$ cat config.mk
export PLATFORM = sky130hd
export DESIGN_NAME = ex_mem_stage
export DESIGN_NICKNAME = d
export VERILOG_FILES = /design/src/rtl/ex_mem_stage.sv
export SDC_FILE = /design/constraint.sdc
export NUM_CORES = 1
export LEC_CHECK = 0
export ABC_AREA = 1
export ABC_CLOCK_PERIOD_IN_PS = 1600
export CAP_MARGIN = 20
export CORE_UTILIZATION = 40
export CTS_CLUSTER_SIZE = 28
export DETAILED_ROUTE_END_ITERATION = 6
export PLACE_DENSITY = 0.69
export SLEW_MARGIN = 5
export SYNTH_ARGS = -nofsm -noshare
export SYNTH_HDL_FRONTEND = slang
export SYNTH_SLANG_ARGS = --single-unit
$ cat constraint.sdc
create_clock -name clk -period 1.6 [get_ports clk]
set_input_delay 0.32 -clock clk [delete_from_list [all_inputs] [get_ports clk]]
set_output_delay 0.32 -clock clk [all_outputs]
set_load 0.05 [all_outputs]
$ cat src/rtl/ex_mem_stage.sv
// ex_mem_stage: registered execute-to-memory boundary.
//
// Captures the ALU result, the EX control bundle and the store data into a
// 2-entry skid buffer (main + skid). It also resolves conditional branches
// from the incoming ALU flags (flags are from A-B) and issues a one-cycle
// redirect to fetch.
//
// Ports:
//   clk, rst                      clock (rising edge), sync active-high reset
//   in_valid / in_ready           upstream handshake (in_ready is a register)
//   alu_result, alu_z/n/v/c       ALU result and flags
//   write_data, rd, reg_write,
//   mem_write, result_src         EX payload / control bundle
//   branch, jump, funct3          branch resolution inputs
//   pc_target, pc_plus4           redirect target / link value
//   flush                         kill held and incoming entries
//   out_valid / out_ready         downstream handshake
//   out_*                         registered payload toward memory stage
//   redirect_valid, redirect_pc   one-cycle redirect pulse to fetch
module ex_mem_stage #(
    parameter int DATA_W = 32,
    parameter int REG_AW = 5
) (
    input  logic              clk,
    input  logic              rst,
    input  logic              in_valid,
    output logic              in_ready,
    input  logic [DATA_W-1:0] alu_result,
    input  logic              alu_z,
    input  logic              alu_n,
    input  logic              alu_v,
    input  logic              alu_c,
    input  logic [DATA_W-1:0] write_data,
    input  logic [REG_AW-1:0] rd,
    input  logic              reg_write,
    input  logic              mem_write,
    input  logic [1:0]        result_src,
    input  logic              branch,
    input  logic              jump,
    input  logic [2:0]        funct3,
    input  logic [DATA_W-1:0] pc_target,
    input  logic [DATA_W-1:0] pc_plus4,
    input  logic              flush,
    output logic              out_valid,
    input  logic              out_ready,
    output logic [DATA_W-1:0] out_result,
    output logic [DATA_W-1:0] out_write_data,
    output logic [DATA_W-1:0] out_pc_plus4,
    output logic [REG_AW-1:0] out_rd,
    output logic              out_reg_write,
    output logic              out_mem_write,
    output logic [1:0]        out_result_src,
    output logic              redirect_valid,
    output logic [DATA_W-1:0] redirect_pc
);

    typedef struct packed {
        logic [DATA_W-1:0] result;
        logic [DATA_W-1:0] wdata;
        logic [DATA_W-1:0] pc4;
        logic [REG_AW-1:0] rd;
        logic              rw;
        logic              mw;
        logic [1:0]        rs;
    } ent_t;

    ent_t              main_q, main_d, skid_q, skid_d, in_ent;
    logic              main_vld_q, main_vld_d, skid_vld_q, skid_vld_d;
    logic              rdr_vld_q, rdr_vld_d;
    logic [DATA_W-1:0] rdr_pc_q, rdr_pc_d;
    logic              accept, consume, cond, taken;

    assign in_ent = '{result: alu_result, wdata: write_data, pc4: pc_plus4,
                      rd: rd, rw: reg_write, mw: mem_write, rs: result_src};

    // Flags come from A-B: C=1 means no borrow (A >= B unsigned).
    always_comb begin
        cond = 1'b0;
        case (funct3)
            3'b000:  cond = alu_z;
            3'b001:  cond = !alu_z;
            3'b100:  cond = alu_n ^ alu_v;
            3'b101:  cond = !(alu_n ^ alu_v);
            3'b110:  cond = !alu_c;
            3'b111:  cond = alu_c;
            default: cond = 1'b0;
        endcase
    end

    assign taken   = jump | (branch & cond);
    assign accept  = in_valid & in_ready;
    assign consume = main_vld_q & out_ready;

    always_comb begin
        main_d     = main_q;
        skid_d     = skid_q;
        main_vld_d = main_vld_q;
        skid_vld_d = skid_vld_q;
        rdr_pc_d   = rdr_pc_q;
        // Dropped instructions (flush) never redirect; a pulse already
        // on the wire simply expires after its cycle.
        rdr_vld_d  = accept & taken & !flush;
        if (rdr_vld_d) rdr_pc_d = pc_target;

        if (flush) begin
            main_vld_d = 1'b0;
            skid_vld_d = 1'b0;
        end else if (skid_vld_q) begin
            // FULL: in_ready is low, so only a consume can happen.
            if (consume) begin
                main_d     = skid_q;
                skid_vld_d = 1'b0;
            end
        end else if (main_vld_q) begin
            if (accept && consume) begin
                main_d = in_ent;
            end else if (accept) begin
                skid_d     = in_ent;
                skid_vld_d = 1'b1;
            end else if (consume) begin
                main_vld_d = 1'b0;
            end
        end else if (accept) begin
            main_d     = in_ent;
            main_vld_d = 1'b1;
        end
    end

    always_ff @(posedge clk) begin
        if (rst) begin
            main_q     <= '0;
            skid_q     <= '0;
            main_vld_q <= 1'b0;
            skid_vld_q <= 1'b0;
            rdr_vld_q  <= 1'b0;
            rdr_pc_q   <= '0;
        end else begin
            main_q     <= main_d;
            skid_q     <= skid_d;
            main_vld_q <= main_vld_d;
            skid_vld_q <= skid_vld_d;
            rdr_vld_q  <= rdr_vld_d;
            rdr_pc_q   <= rdr_pc_d;
        end
    end

    // Ready depends only on skid occupancy, so out_ready never reaches in_ready.
    assign in_ready       = !skid_vld_q;
    assign out_valid      = main_vld_q;
    assign out_result     = main_q.result;
    assign out_write_data = main_q.wdata;
    assign out_pc_plus4   = main_q.pc4;
    assign out_rd         = main_q.rd;
    assign out_reg_write  = main_q.rw & main_vld_q;
    assign out_mem_write  = main_q.mw & main_vld_q;
    assign out_result_src = main_q.rs;
    assign redirect_valid = rdr_vld_q;
    assign redirect_pc    = rdr_pc_q;

endmodule
==> run_results.csv, run 1 <==
group,metric,value,unit
flow_run,cap_viol_max_count,0,
power,seqPwrFrac,0.430,
setup_path,start_kind,"flop",
setup_path,end_kind,"output port",
drt,vias,9367,
die,start_util,0.411,
synthesis,synth_compound_area_frac,0.182,
cts,cts-root-buf,"clkbuf_16",
setup_path,required,1.28,ns
drt,drtIter0Drc,481,
cts,clock_latency,0.53,ns
die,rows,58,
power,net-switching-power,4160,uW
setup_path,slowest_stage,"dfxtp_2",
die,die_w,164,um
global_route,antenna_found_initial,0,
synthesis,syn-num-nets,1552,
power,swShare,0.274,
synthesis,synth_top_family_by_area,"simple AND/OR/NAND/NOR gates",
cts,cts_buffers,26,
drt,top_layer,"met4",
drt,routedWlPerCell,14.6,um
finish,num_antenna_cells,0,
cts,cts_tree,"built",
synthesis,synth_xor_area_frac,0,
setup_path,worst_ep_arrival_time,1.24,ns
timing,finalClockSkew,0.0178,ns
cts,cts.path.max_buffers,3,
setup_path,critical_path.cell_chain,"buf_6, buf_6, buf_12",
finish,syn_to_final_growth,29.9,%
synthesis,synthMuxAreaShare,0,
drt,wl_met3,2400,um
synthesis,synth_top_area_frac,0.469,
synthesis,synth_area_leaders,"dfxtp_1 47%, nand2_1 9.3%, nor2_1 9.0%",
timing,setup_viol,0,
timing,period_minus_slack,1.56,ns
cts,htreeDepth,1,
status,status,"complete, no violations",
cts,hold_buffers,0,
global_route,grt_remaining_overflow,0,
cts,numClockSinks,245,
die,core,25400,um^2
synthesis,synth_fa_ha_area_frac,0,
power,p_clk_frac,0.399,
drt,drc,0,
timing,rsz0062_at_grt,"yes",
setup_path,worst-path-buf-inv,3,
timing,relSlewSlack,0.578,
global_route,grt_max_degree,107,
timing,fin_setup_tns,0,ns
placement,io_buffers,290,
power,ir_worst_vdd,0.000745,V
synthesis,synth_largest_area_cell,"dfxtp_1",
power,p_total,15200,uW
timing,finalCritPeriodShare,0.974,
placement,routabilityCongestion,0.780,
drt,dr.pass1.iters,5,
setup_path,worst-setup-path-type,"flop to output port",
global_route,grt_pass1_vias,8570,
timing,layout_setup_ws,0.0414,ns
power,p_int,11000,uW
die,die_h,164,um
drt,drt_wl_total,27600,um
setup_path,critPathTopFamily,"buffers and inverters",
die,io_pins,291,
drt,drt-met1-wl,12300,um
finish,drive_gt1_frac,0.153,
global_route,grt_pass1_wl,42500,um
die,die_area,26800,um^2
drt,wl_met2,12600,um
timing,finalMaxSlewViolations,0,
synthesis,synth_area_per_cell,7.46,um^2
placement,place_ws,-0.295,ns
power,comb_power_share,0.171,
global_route,grtUsageTotal,0.195,
setup_path,cp_common_cell,"buf_6",
synthesis,synthSimpleGateAreaFrac,0.201,
cts,path_clk_slew,0.06,ns
setup_path,critPathMaxStageDelay,0.33,ns
synthesis,seq_area_frac_synth,0.469,
synthesis,yosysWarnings,0,
drt,postRouteAntennaNets,0,
placement,place_hpwl,17900,um
power,power_density,1120,nW/um^2
synthesis,ys_ff_latch,245,
drt,viasPerCell,4.94,
setup_path,path_max_fanout,3,
synthesis,ys_types,22,
timing,tightest_slew,0.633,ns
timing,max_freq,0.642,GHz
synthesis,postSynthCellCount,1401,
power,power.leakage,0.00567,uW
hold_path,hold_path.class,"input port to flop",
synthesis,netlist_area,10500,um^2
timing,hold_violations,0,
finish,nets,1698,
-- state kept, by name, summed over array words and instances (netlist names) --
| register | cells |
|---|---|
| redirect_pc | 32 |
| out_rd | 5 |
| main_q | 2 |
| out_result_src | 2 |
| redirect_valid | 1 |
| out_result | 32 |
| skid_vld_q | 1 |
| out_pc_plus4 | 32 |
| skid_q | 105 |
| out_valid | 1 |
| out_write_data | 32 |
-- repair_timing --
item / 4_1_cts / 5_1_grt
cloned: 0 / 1
buffers inserted: 1 / 0
setup endpoints to repair: 3 / 133
resized for setup: 4 / 11
-- cells in the mapped netlist --
cell type and number:
a21boi_1 1, nand2_1 258, o21ai_1 145, inv_2 5
buf_4 105, a2111oi_0 1, a31oi_1 105, clkinv_1 1
nand2_2 2, nand3_1 35, nor2_1 250, dfxtp_1 245
o21ai_0 66, buf_2 36, buf_1 1, buf_6 17
a21oi_1 33, inv_1 40, nor2_4 1, inv_4 1
o21ai_2 1, clkbuf_1 52
-- logic make-up after synthesis --
kind of cell,Yosys count
buffers and inverters,258
flip-flops,245
AO/OA/AOI/OAI,352
AND/OR/NAND/NOR,546
-- cell usage in the layout, fill, tap and decap left out, drive strengths merged --
cell type      synthesis  final
a2111oi                1      1
a21boi                 1      1
a21oi                 33     33
a31oi                105    105
buf                  159    178
bufinv                 0      2
clkbuf                52     41
clkdlybuf4s50          0    150
clkinv                 1      6
clkinvlp               0      1
dfxtp                245    245
inv                   46     46
nand2                260    260
nand3                 35     35
nor2                 251    251
o21ai                212    212
-- path summary, 6_finish.rpt --
check / slack, ns / cells after the start / startpoint / end
worst min-delay path: 0.39 / 3 / pc_plus4[12] / out_pc_plus4[12]
worst max-delay path: 0.04 / 3 / out_valid / out_valid
worst max register to register: 0.10 / 8 / skid_vld_q / out_pc_plus4[30]
worst min register to register: 0.46 / 2 / skid_q[102] / out_result[29]
-- power by group through the flow --
| stage | Clock (uW) | Combinational (uW) | Sequential (uW) |
|---|---|---|---|
| final | 6060 | 2600 | 6540 |
| after global placement | 0 | 2560 | 6670 |
| after detailed placement | 0 | 2590 | 6670 |
| after CTS | 6200 | 2600 | 6540 |
| after floorplan | 0 | 1660 | 6800 |
| after global routing | 6460 | 2780 | 6570 |
-- stage by stage --
step	hold slack [ns]	instance area, um^2	cells	util
6_report	0.386	13600	1897	0.534
5_1_grt	0.392	13600	1897	0.534
4_1_cts	0.361	13500	1896	0.533
3_5_place_dp	0.469	12600	1848	0.498
3_3_place_gp	0.462	12600	1848	0.498
2_1_floorplan	0.392	10500	1401	-
-- tightest hold or removal path, delay by kind of cell --
kind	cells	cell delay, ns
buf+inv	1	0.41
simple gates	1	0.07
compound gates	1	0.07
-- layout make-up --
type                       instances  area (um^2)
multi-input combinational        898         4030
clock buffer                      41          777
clock inverter                     7         98.8
sequential                       245         4910
timing repair inverter             1         6.26
timing repair buffer             328         3140
tap                              330          413
inverter                          47          193
fill                            2387        11800
-- per-layer routing --
metal | up-vias | track usage
met4 | 0 | 0.0455
met5 | - | 0
li1 | 4799 | -
met1 | 4252 | 0.248
met2 | 291 | 0.329
met3 | 25 | 0.0495
Note: power is estimated with default switching activity, not from simulation.
==> run 2: changes to the inputs <==
--- a/config.mk
+++ b/config.mk
@@ -8,10 +8,9 @@
 export ABC_AREA = 1
 export ABC_CLOCK_PERIOD_IN_PS = 1600
 export CAP_MARGIN = 20
-export CORE_UTILIZATION = 40
+export CORE_UTILIZATION = 31
 export CTS_CLUSTER_SIZE = 28
 export DETAILED_ROUTE_END_ITERATION = 6
-export PLACE_DENSITY = 0.69
 export SLEW_MARGIN = 5
 export SYNTH_ARGS = -nofsm -noshare
 export SYNTH_HDL_FRONTEND = slang
==> run 2 against run 1 <==
Effect of this change: global-route usage is 2.3 points lower; clock skew is 0.011 ns lower; count of clock-buffer cells in the layout is 3 lower; maximum frequency is 0.17% higher; final cell count is 6.4% higher; via count is 0.63% higher; final area is 2.2% higher; setup slack better by 0.0026 ns; non-clock buffer count is 8 higher; critical path depth stayed put; sequential power hardly changed; critical path type unchanged; largest cell class unchanged.
==> run_results.csv, run 2 (synthesis results as in run 1) <==
group,metric,value,unit
cts,htreeDepth,1,
timing,setup_viol,0,
setup_path,worst_ep_arrival_time,1.24,ns
setup_path,critical_path.cell_chain,"inv_8, buf_16, buf_12",
global_route,antenna_found_initial,3,
timing,rsz0062_at_grt,"no",
timing,period_minus_slack,1.56,ns
timing,hold_violations,0,
drt,vias,9426,
finish,nets,1706,
timing,fin_setup_tns,0,ns
timing,relSlewSlack,0.617,
cts,cts_tree,"built",
power,net-switching-power,4300,uW
global_route,grt_pass1_vias,8814,
drt,drc,0,
setup_path,worst-setup-path-type,"flop to output port",
global_route,grt_max_degree,107,
hold_path,hold_path.class,"input port to flop",
power,swShare,0.281,
cts,cts_buffers,27,
die,io_pins,291,
finish,nFillCells,3402,
setup_path,path_max_fanout,4,
drt,routedWlPerCell,15.0,um
finish,final_cell_mix,"257 x nand2_1, 250 x nor2_1, 243 x dfxtp_1",
setup_path,start_kind,"flop",
placement,routabilityCongestion,0.757,
power,power_density,1100,nW/um^2
placement,post-place-cells,1963,
power,p_int,11000,uW
timing,tightest_slew,0.574,ns
cts,cts.path.max_buffers,3,
cts,cts-root-buf,"clkbuf_16",
power,p_clk_frac,0.402,
drt,dr.pass1.iters,4,
finish,syn_to_final_growth,32.7,%
drt,viasPerCell,4.67,
finish,largest_register,"skid_q",
flow_run,cap_viol_max_count,0,
drt,drt_wl_total,30300,um
die,die_area,34500,um^2
cts,path_clk_slew,0.06,ns
finish,final_cell_count_no_fill,2019,
status,status,"complete, no violations",
timing,finalClockSkew,0.00683,ns
finish,layout_commonest_cell,"nand2_1",
setup_path,end_kind,"output port",
drt,drtIter0Drc,423,
finish,largest_register_ffs,105,
setup_path,critPathMaxStageDelay,0.39,ns
placement,place_hpwl,18800,um
timing,finalMaxSlewViolations,0,
setup_path,slowest_stage,"dfxtp_4",
global_route,grt_remaining_overflow,0,
die,die_w,186,um
global_route,grtUsageTotal,0.172,
die,rows,66,
power,comb_power_share,0.170,
power,ir_worst_vdd,0.000691,V
cts,numClockSinks,245,
drt,postRouteAntennaNets,0,
cts,clock_latency,0.54,ns
die,die_h,186,um
die,start_util,0.318,
placement,io_buffers,290,
setup_path,required,1.28,ns
power,seqPwrFrac,0.427,
finish,drive_gt1_frac,0.155,
timing,finalCritPeriodShare,0.973,
die,core,32900,um^2
global_route,grt_pass1_wl,47100,um
timing,max_freq,0.643,GHz
timing,fin_hold_ws,0.373,ns
power,power.leakage,0.00577,uW
-- run 2: per-stage QoR --
stage	setup slack (ns)	utilization	total power, uW	cell area (um^2)
after floorplan	0.131	-	8460	10500
after global placement	-0.298	0.391	9260	12900
after detailed placement	-0.300	0.391	9290	12900
after CTS	-0.00695	0.421	15500	13800
after global routing	0.00209	0.422	16000	13900
final	0.0440	0.422	15300	13900
-- run 2: area by class of cell --
| type | count | area (um^2) | share of cell area |
|---|---|---|---|
| well taps | 442 | 553 | 0.0399 |
| clock buffers | 38 | 757 | 0.0546 |
| inverters | 47 | 196 | 0.0142 |
| diodes | 1 | 2.50 | 0.000180 |
| repair buffers | 336 | 3310 | 0.238 |
| clock inverters | 12 | 123 | 0.00884 |
| flip-flops and latches | 245 | 4910 | 0.354 |
| multi-input cells | 898 | 4020 | 0.290 |
-- run 2: critical path: cells and delay by family (launching register included) --
family | cells | cell delay (ns)
flip-flops | 1 | 0.39
buffers and inverters | 3 | 0.31
-- run 2: per-layer routing --
| layer | up-vias | part of all wire | track usage | wire (um) |
|---|---|---|---|---|
| li1 | 4826 | - | - | - |
| met1 | 4252 | 0.44 | 0.214 | 13300 |
| met2 | 299 | 0.44 | 0.281 | 13400 |
| met3 | 47 | 0.099 | 0.0587 | 3010 |
| met4 | 2 | 0.020 | 0.0459 | 606 |
| met5 | - | 0.00056 | 0 | 17 |
-- run 2: repair_timing --
| item | CTS | global route |
|---|---|---|
| buffers inserted | 1 | 2 |
| endpoints found under the hold margin | 0 | 0 |
| gates cloned | 3 | 0 |
| hold buffers | 0 | 0 |
| gates resized for setup | 6 | 0 |
| endpoints found under the setup margin | 3 | 7 |
-- run 2: power by group through the flow --
| stage | registers (uW) | logic [uW] | clock network (uW) |
|---|---|---|---|
| after floorplan | 6800 | 1660 | 0 |
| after global placement | 6670 | 2590 | 0 |
| after detailed placement | 6670 | 2610 | 0 |
| after CTS | 6540 | 2630 | 6370 |
| after global routing | 6570 | 2810 | 6610 |
| final | 6540 | 2610 | 6160 |
-- run 2: worst paths after layout --
path                    start           endpoint  slack (ns)  depth (start not counted)
hold reg to reg    skid_q[42]  out_write_data[1]        0.47                          2
setup / recovery   skid_vld_q           in_ready        0.04                          3
hold / removal    pc_plus4[9]    out_pc_plus4[9]        0.37                          3
setup reg to reg   skid_vld_q  out_result_src[1]        0.13                          8
==> run 3: changes to the inputs <==
--- a/config.mk
+++ b/config.mk
@@ -8,9 +8,10 @@
 export ABC_AREA = 1
 export ABC_CLOCK_PERIOD_IN_PS = 1600
 export CAP_MARGIN = 20
-export CORE_UTILIZATION = 31
+export CORE_UTILIZATION = 48
 export CTS_CLUSTER_SIZE = 28
 export DETAILED_ROUTE_END_ITERATION = 6
+export PLACE_DENSITY = 0.8
 export SLEW_MARGIN = 5
 export SYNTH_ARGS = -nofsm -noshare
 export SYNTH_HDL_FRONTEND = slang
==> run 3 against run 2 <==
Effect of this change: largest cell class unchanged; worst hold slack better by 0.019 ns; clock power is 3% lower; maximum frequency is 0.46% higher; largest power group unchanged.
==> run_results.csv, run 3 (synthesis results as in run 1) <==
group,metric,value,unit
global_route,grt_max_degree,107,
timing,hold_violations,0,
drt,drc,0,
setup_path,required,1.28,ns
timing,tightest_slew,0.706,ns
timing,period_minus_slack,1.55,ns
timing,fin_setup_tns,0,ns
cts,numClockSinks,245,
setup_path,end_kind,"output port",
finish,nFillCells,1761,
drt,routedWlPerCell,15.3,um
power,power_density,1110,nW/um^2
hold_path,hp-start,"pc_plus4[28]",
die,die_w,150,um
global_route,antenna_found_initial,0,
power,ir_worst_vdd,0.000782,V
finish,drive_gt1_frac,0.153,
timing,setup_viol,0,
timing,rsz0062_at_grt,"no",
die,rows,53,
timing,fin_hold_ws,0.393,ns
cts,htreeDepth,1,
finish,nets,1703,
timing,finalCritPeriodShare,0.968,
setup_path,r2r-start,"skid_vld_q",
drt,vias,9554,
global_route,grt_remaining_overflow,0,
die,die_h,150,um
placement,place_ws,-0.278,ns
cts,cts_buffers,25,
setup_path,worst_ep_arrival_time,1.23,ns
setup_path,slowest_stage,"dfxtp_4",
status,status,"complete, no violations",
finish,syn_to_final_growth,30.3,%
timing,max_freq,0.646,GHz
setup_path,critPathTopFamily,"flip-flops",
finish,largest_register,"skid_q",
flow_run,cap_viol_max_count,0,
power,p_total,15200,uW
drt,viasPerCell,5.18,
timing,layout_setup_ws,0.0511,ns
cts,clock_latency,0.52,ns
drt,postRouteAntennaNets,0,
die,die_area,22400,um^2
drt,drtIter0Drc,573,
finish,largest_register_ffs,105,
placement,place_hpwl,18100,um
setup_path,worst-setup-path-type,"flop to output port",
cts,cts.path.max_buffers,3,
cts,cts-root-buf,"clkbuf_16",
drt,dr.pass1.iters,5,
timing,finalMaxSlewViolations,0,
setup_path,start_kind,"flop",
cts,hold_buffers,0,
cts,path_clk_slew,0.06,ns
setup_path,critPathMaxStageDelay,0.41,ns
finish,multiInputGateArea,4020,um^2
finish,num_antenna_cells,0,
drt,drt_wl_total,28200,um
finish,layout_commonest_cell,"nand2_1",
die,start_util,0.494,
die,core,21200,um^2
placement,io_buffers,290,
power,power.leakage,0.00574,uW
timing,finalClockSkew,0.0109,ns
global_route,grtUsageTotal,0.247,
finish,final_util,0.644,
setup_path,cp-startpoint,"out_valid",
setup_path,worst-path-buf-inv,2,
finish,seqCellArea,4910,um^2
finish,final_cell_mix,"257 x nand2_1, 250 x nor2_1, 243 x dfxtp_1",
hold_path,hold_path.class,"input port to flop",
setup_path,path_max_fanout,6,
cts,cts_tree,"built",
global_route,grt_pass1_wl,44800,um
die,io_pins,291,
placement,routabilityCongestion,0.813,
timing,relSlewSlack,0.529,
global_route,grt_pass1_vias,8751,
setup_path,critical_path.cell_chain,"nand2_1, inv_2, buf_12",
## run 3: per-layer routing
layer | share of wire | global-route usage | up-vias
li1 | - | - | 4813
met1 | 0.42 | 0.310 | 4380
met2 | 0.47 | 0.417 | 320
met3 | 0.088 | 0.0659 | 41
met4 | 0.022 | 0.0597 | 0
met5 | 0 | 0 | -
## run 3: cell type report
cell class,instances,area share
timing repair buffer,335,0.242
clock buffer,40,0.0567
multi-input combinational,898,0.295
inverter,47,0.0142
sequential,245,0.361
tap,275,0.0253
clock inverter,6,0.00616
## run 3: worst paths after layout
kind	to	slack [ns]	cells past startpoint
min	out_pc_plus4[28]	0.39	3
max	out_reg_write	0.05	3
min reg2reg	out_write_data[16]	0.47	2
max reg2reg	out_result[28]	0.12	4
## run 3: repair_timing
action	4_1_cts	5_1_grt
gates resized for setup	4	2
setup buffers	1	0
cloned	2	0
setup endpoints to repair	3	6
## run 3: through the flow
| step | cells | cell area, um^2 |
|---|---|---|
| after floorplan | 1401 | 10500 |
| after global placement | 1798 | 12700 |
| after detailed placement | 1798 | 12700 |
| after CTS | 1846 | 13600 |
| after global routing | 1846 | 13600 |
| final | 1846 | 13600 |
## run 3: worst reg2reg max path, delay by kind of cell, from the launching register on
kind,cells,cell delay [ns]
AOI/OAI and AO/OA,1,0.21
and+or+nand+nor,1,0.17
buffers and inverters,2,0.64
DFF,1,0.36
## run 3: power breakdown
group | total (uW) | internal, uW | switching [uW] | leakage, uW
sequential | 6540 | 6380 | 160 | 0.00200
combinational | 2630 | 1020 | 1610 | 0.00332
clock | 6000 | 3620 | 2380 | 0.000424
total | 15200 | 11000 | 4140 | 0.00574
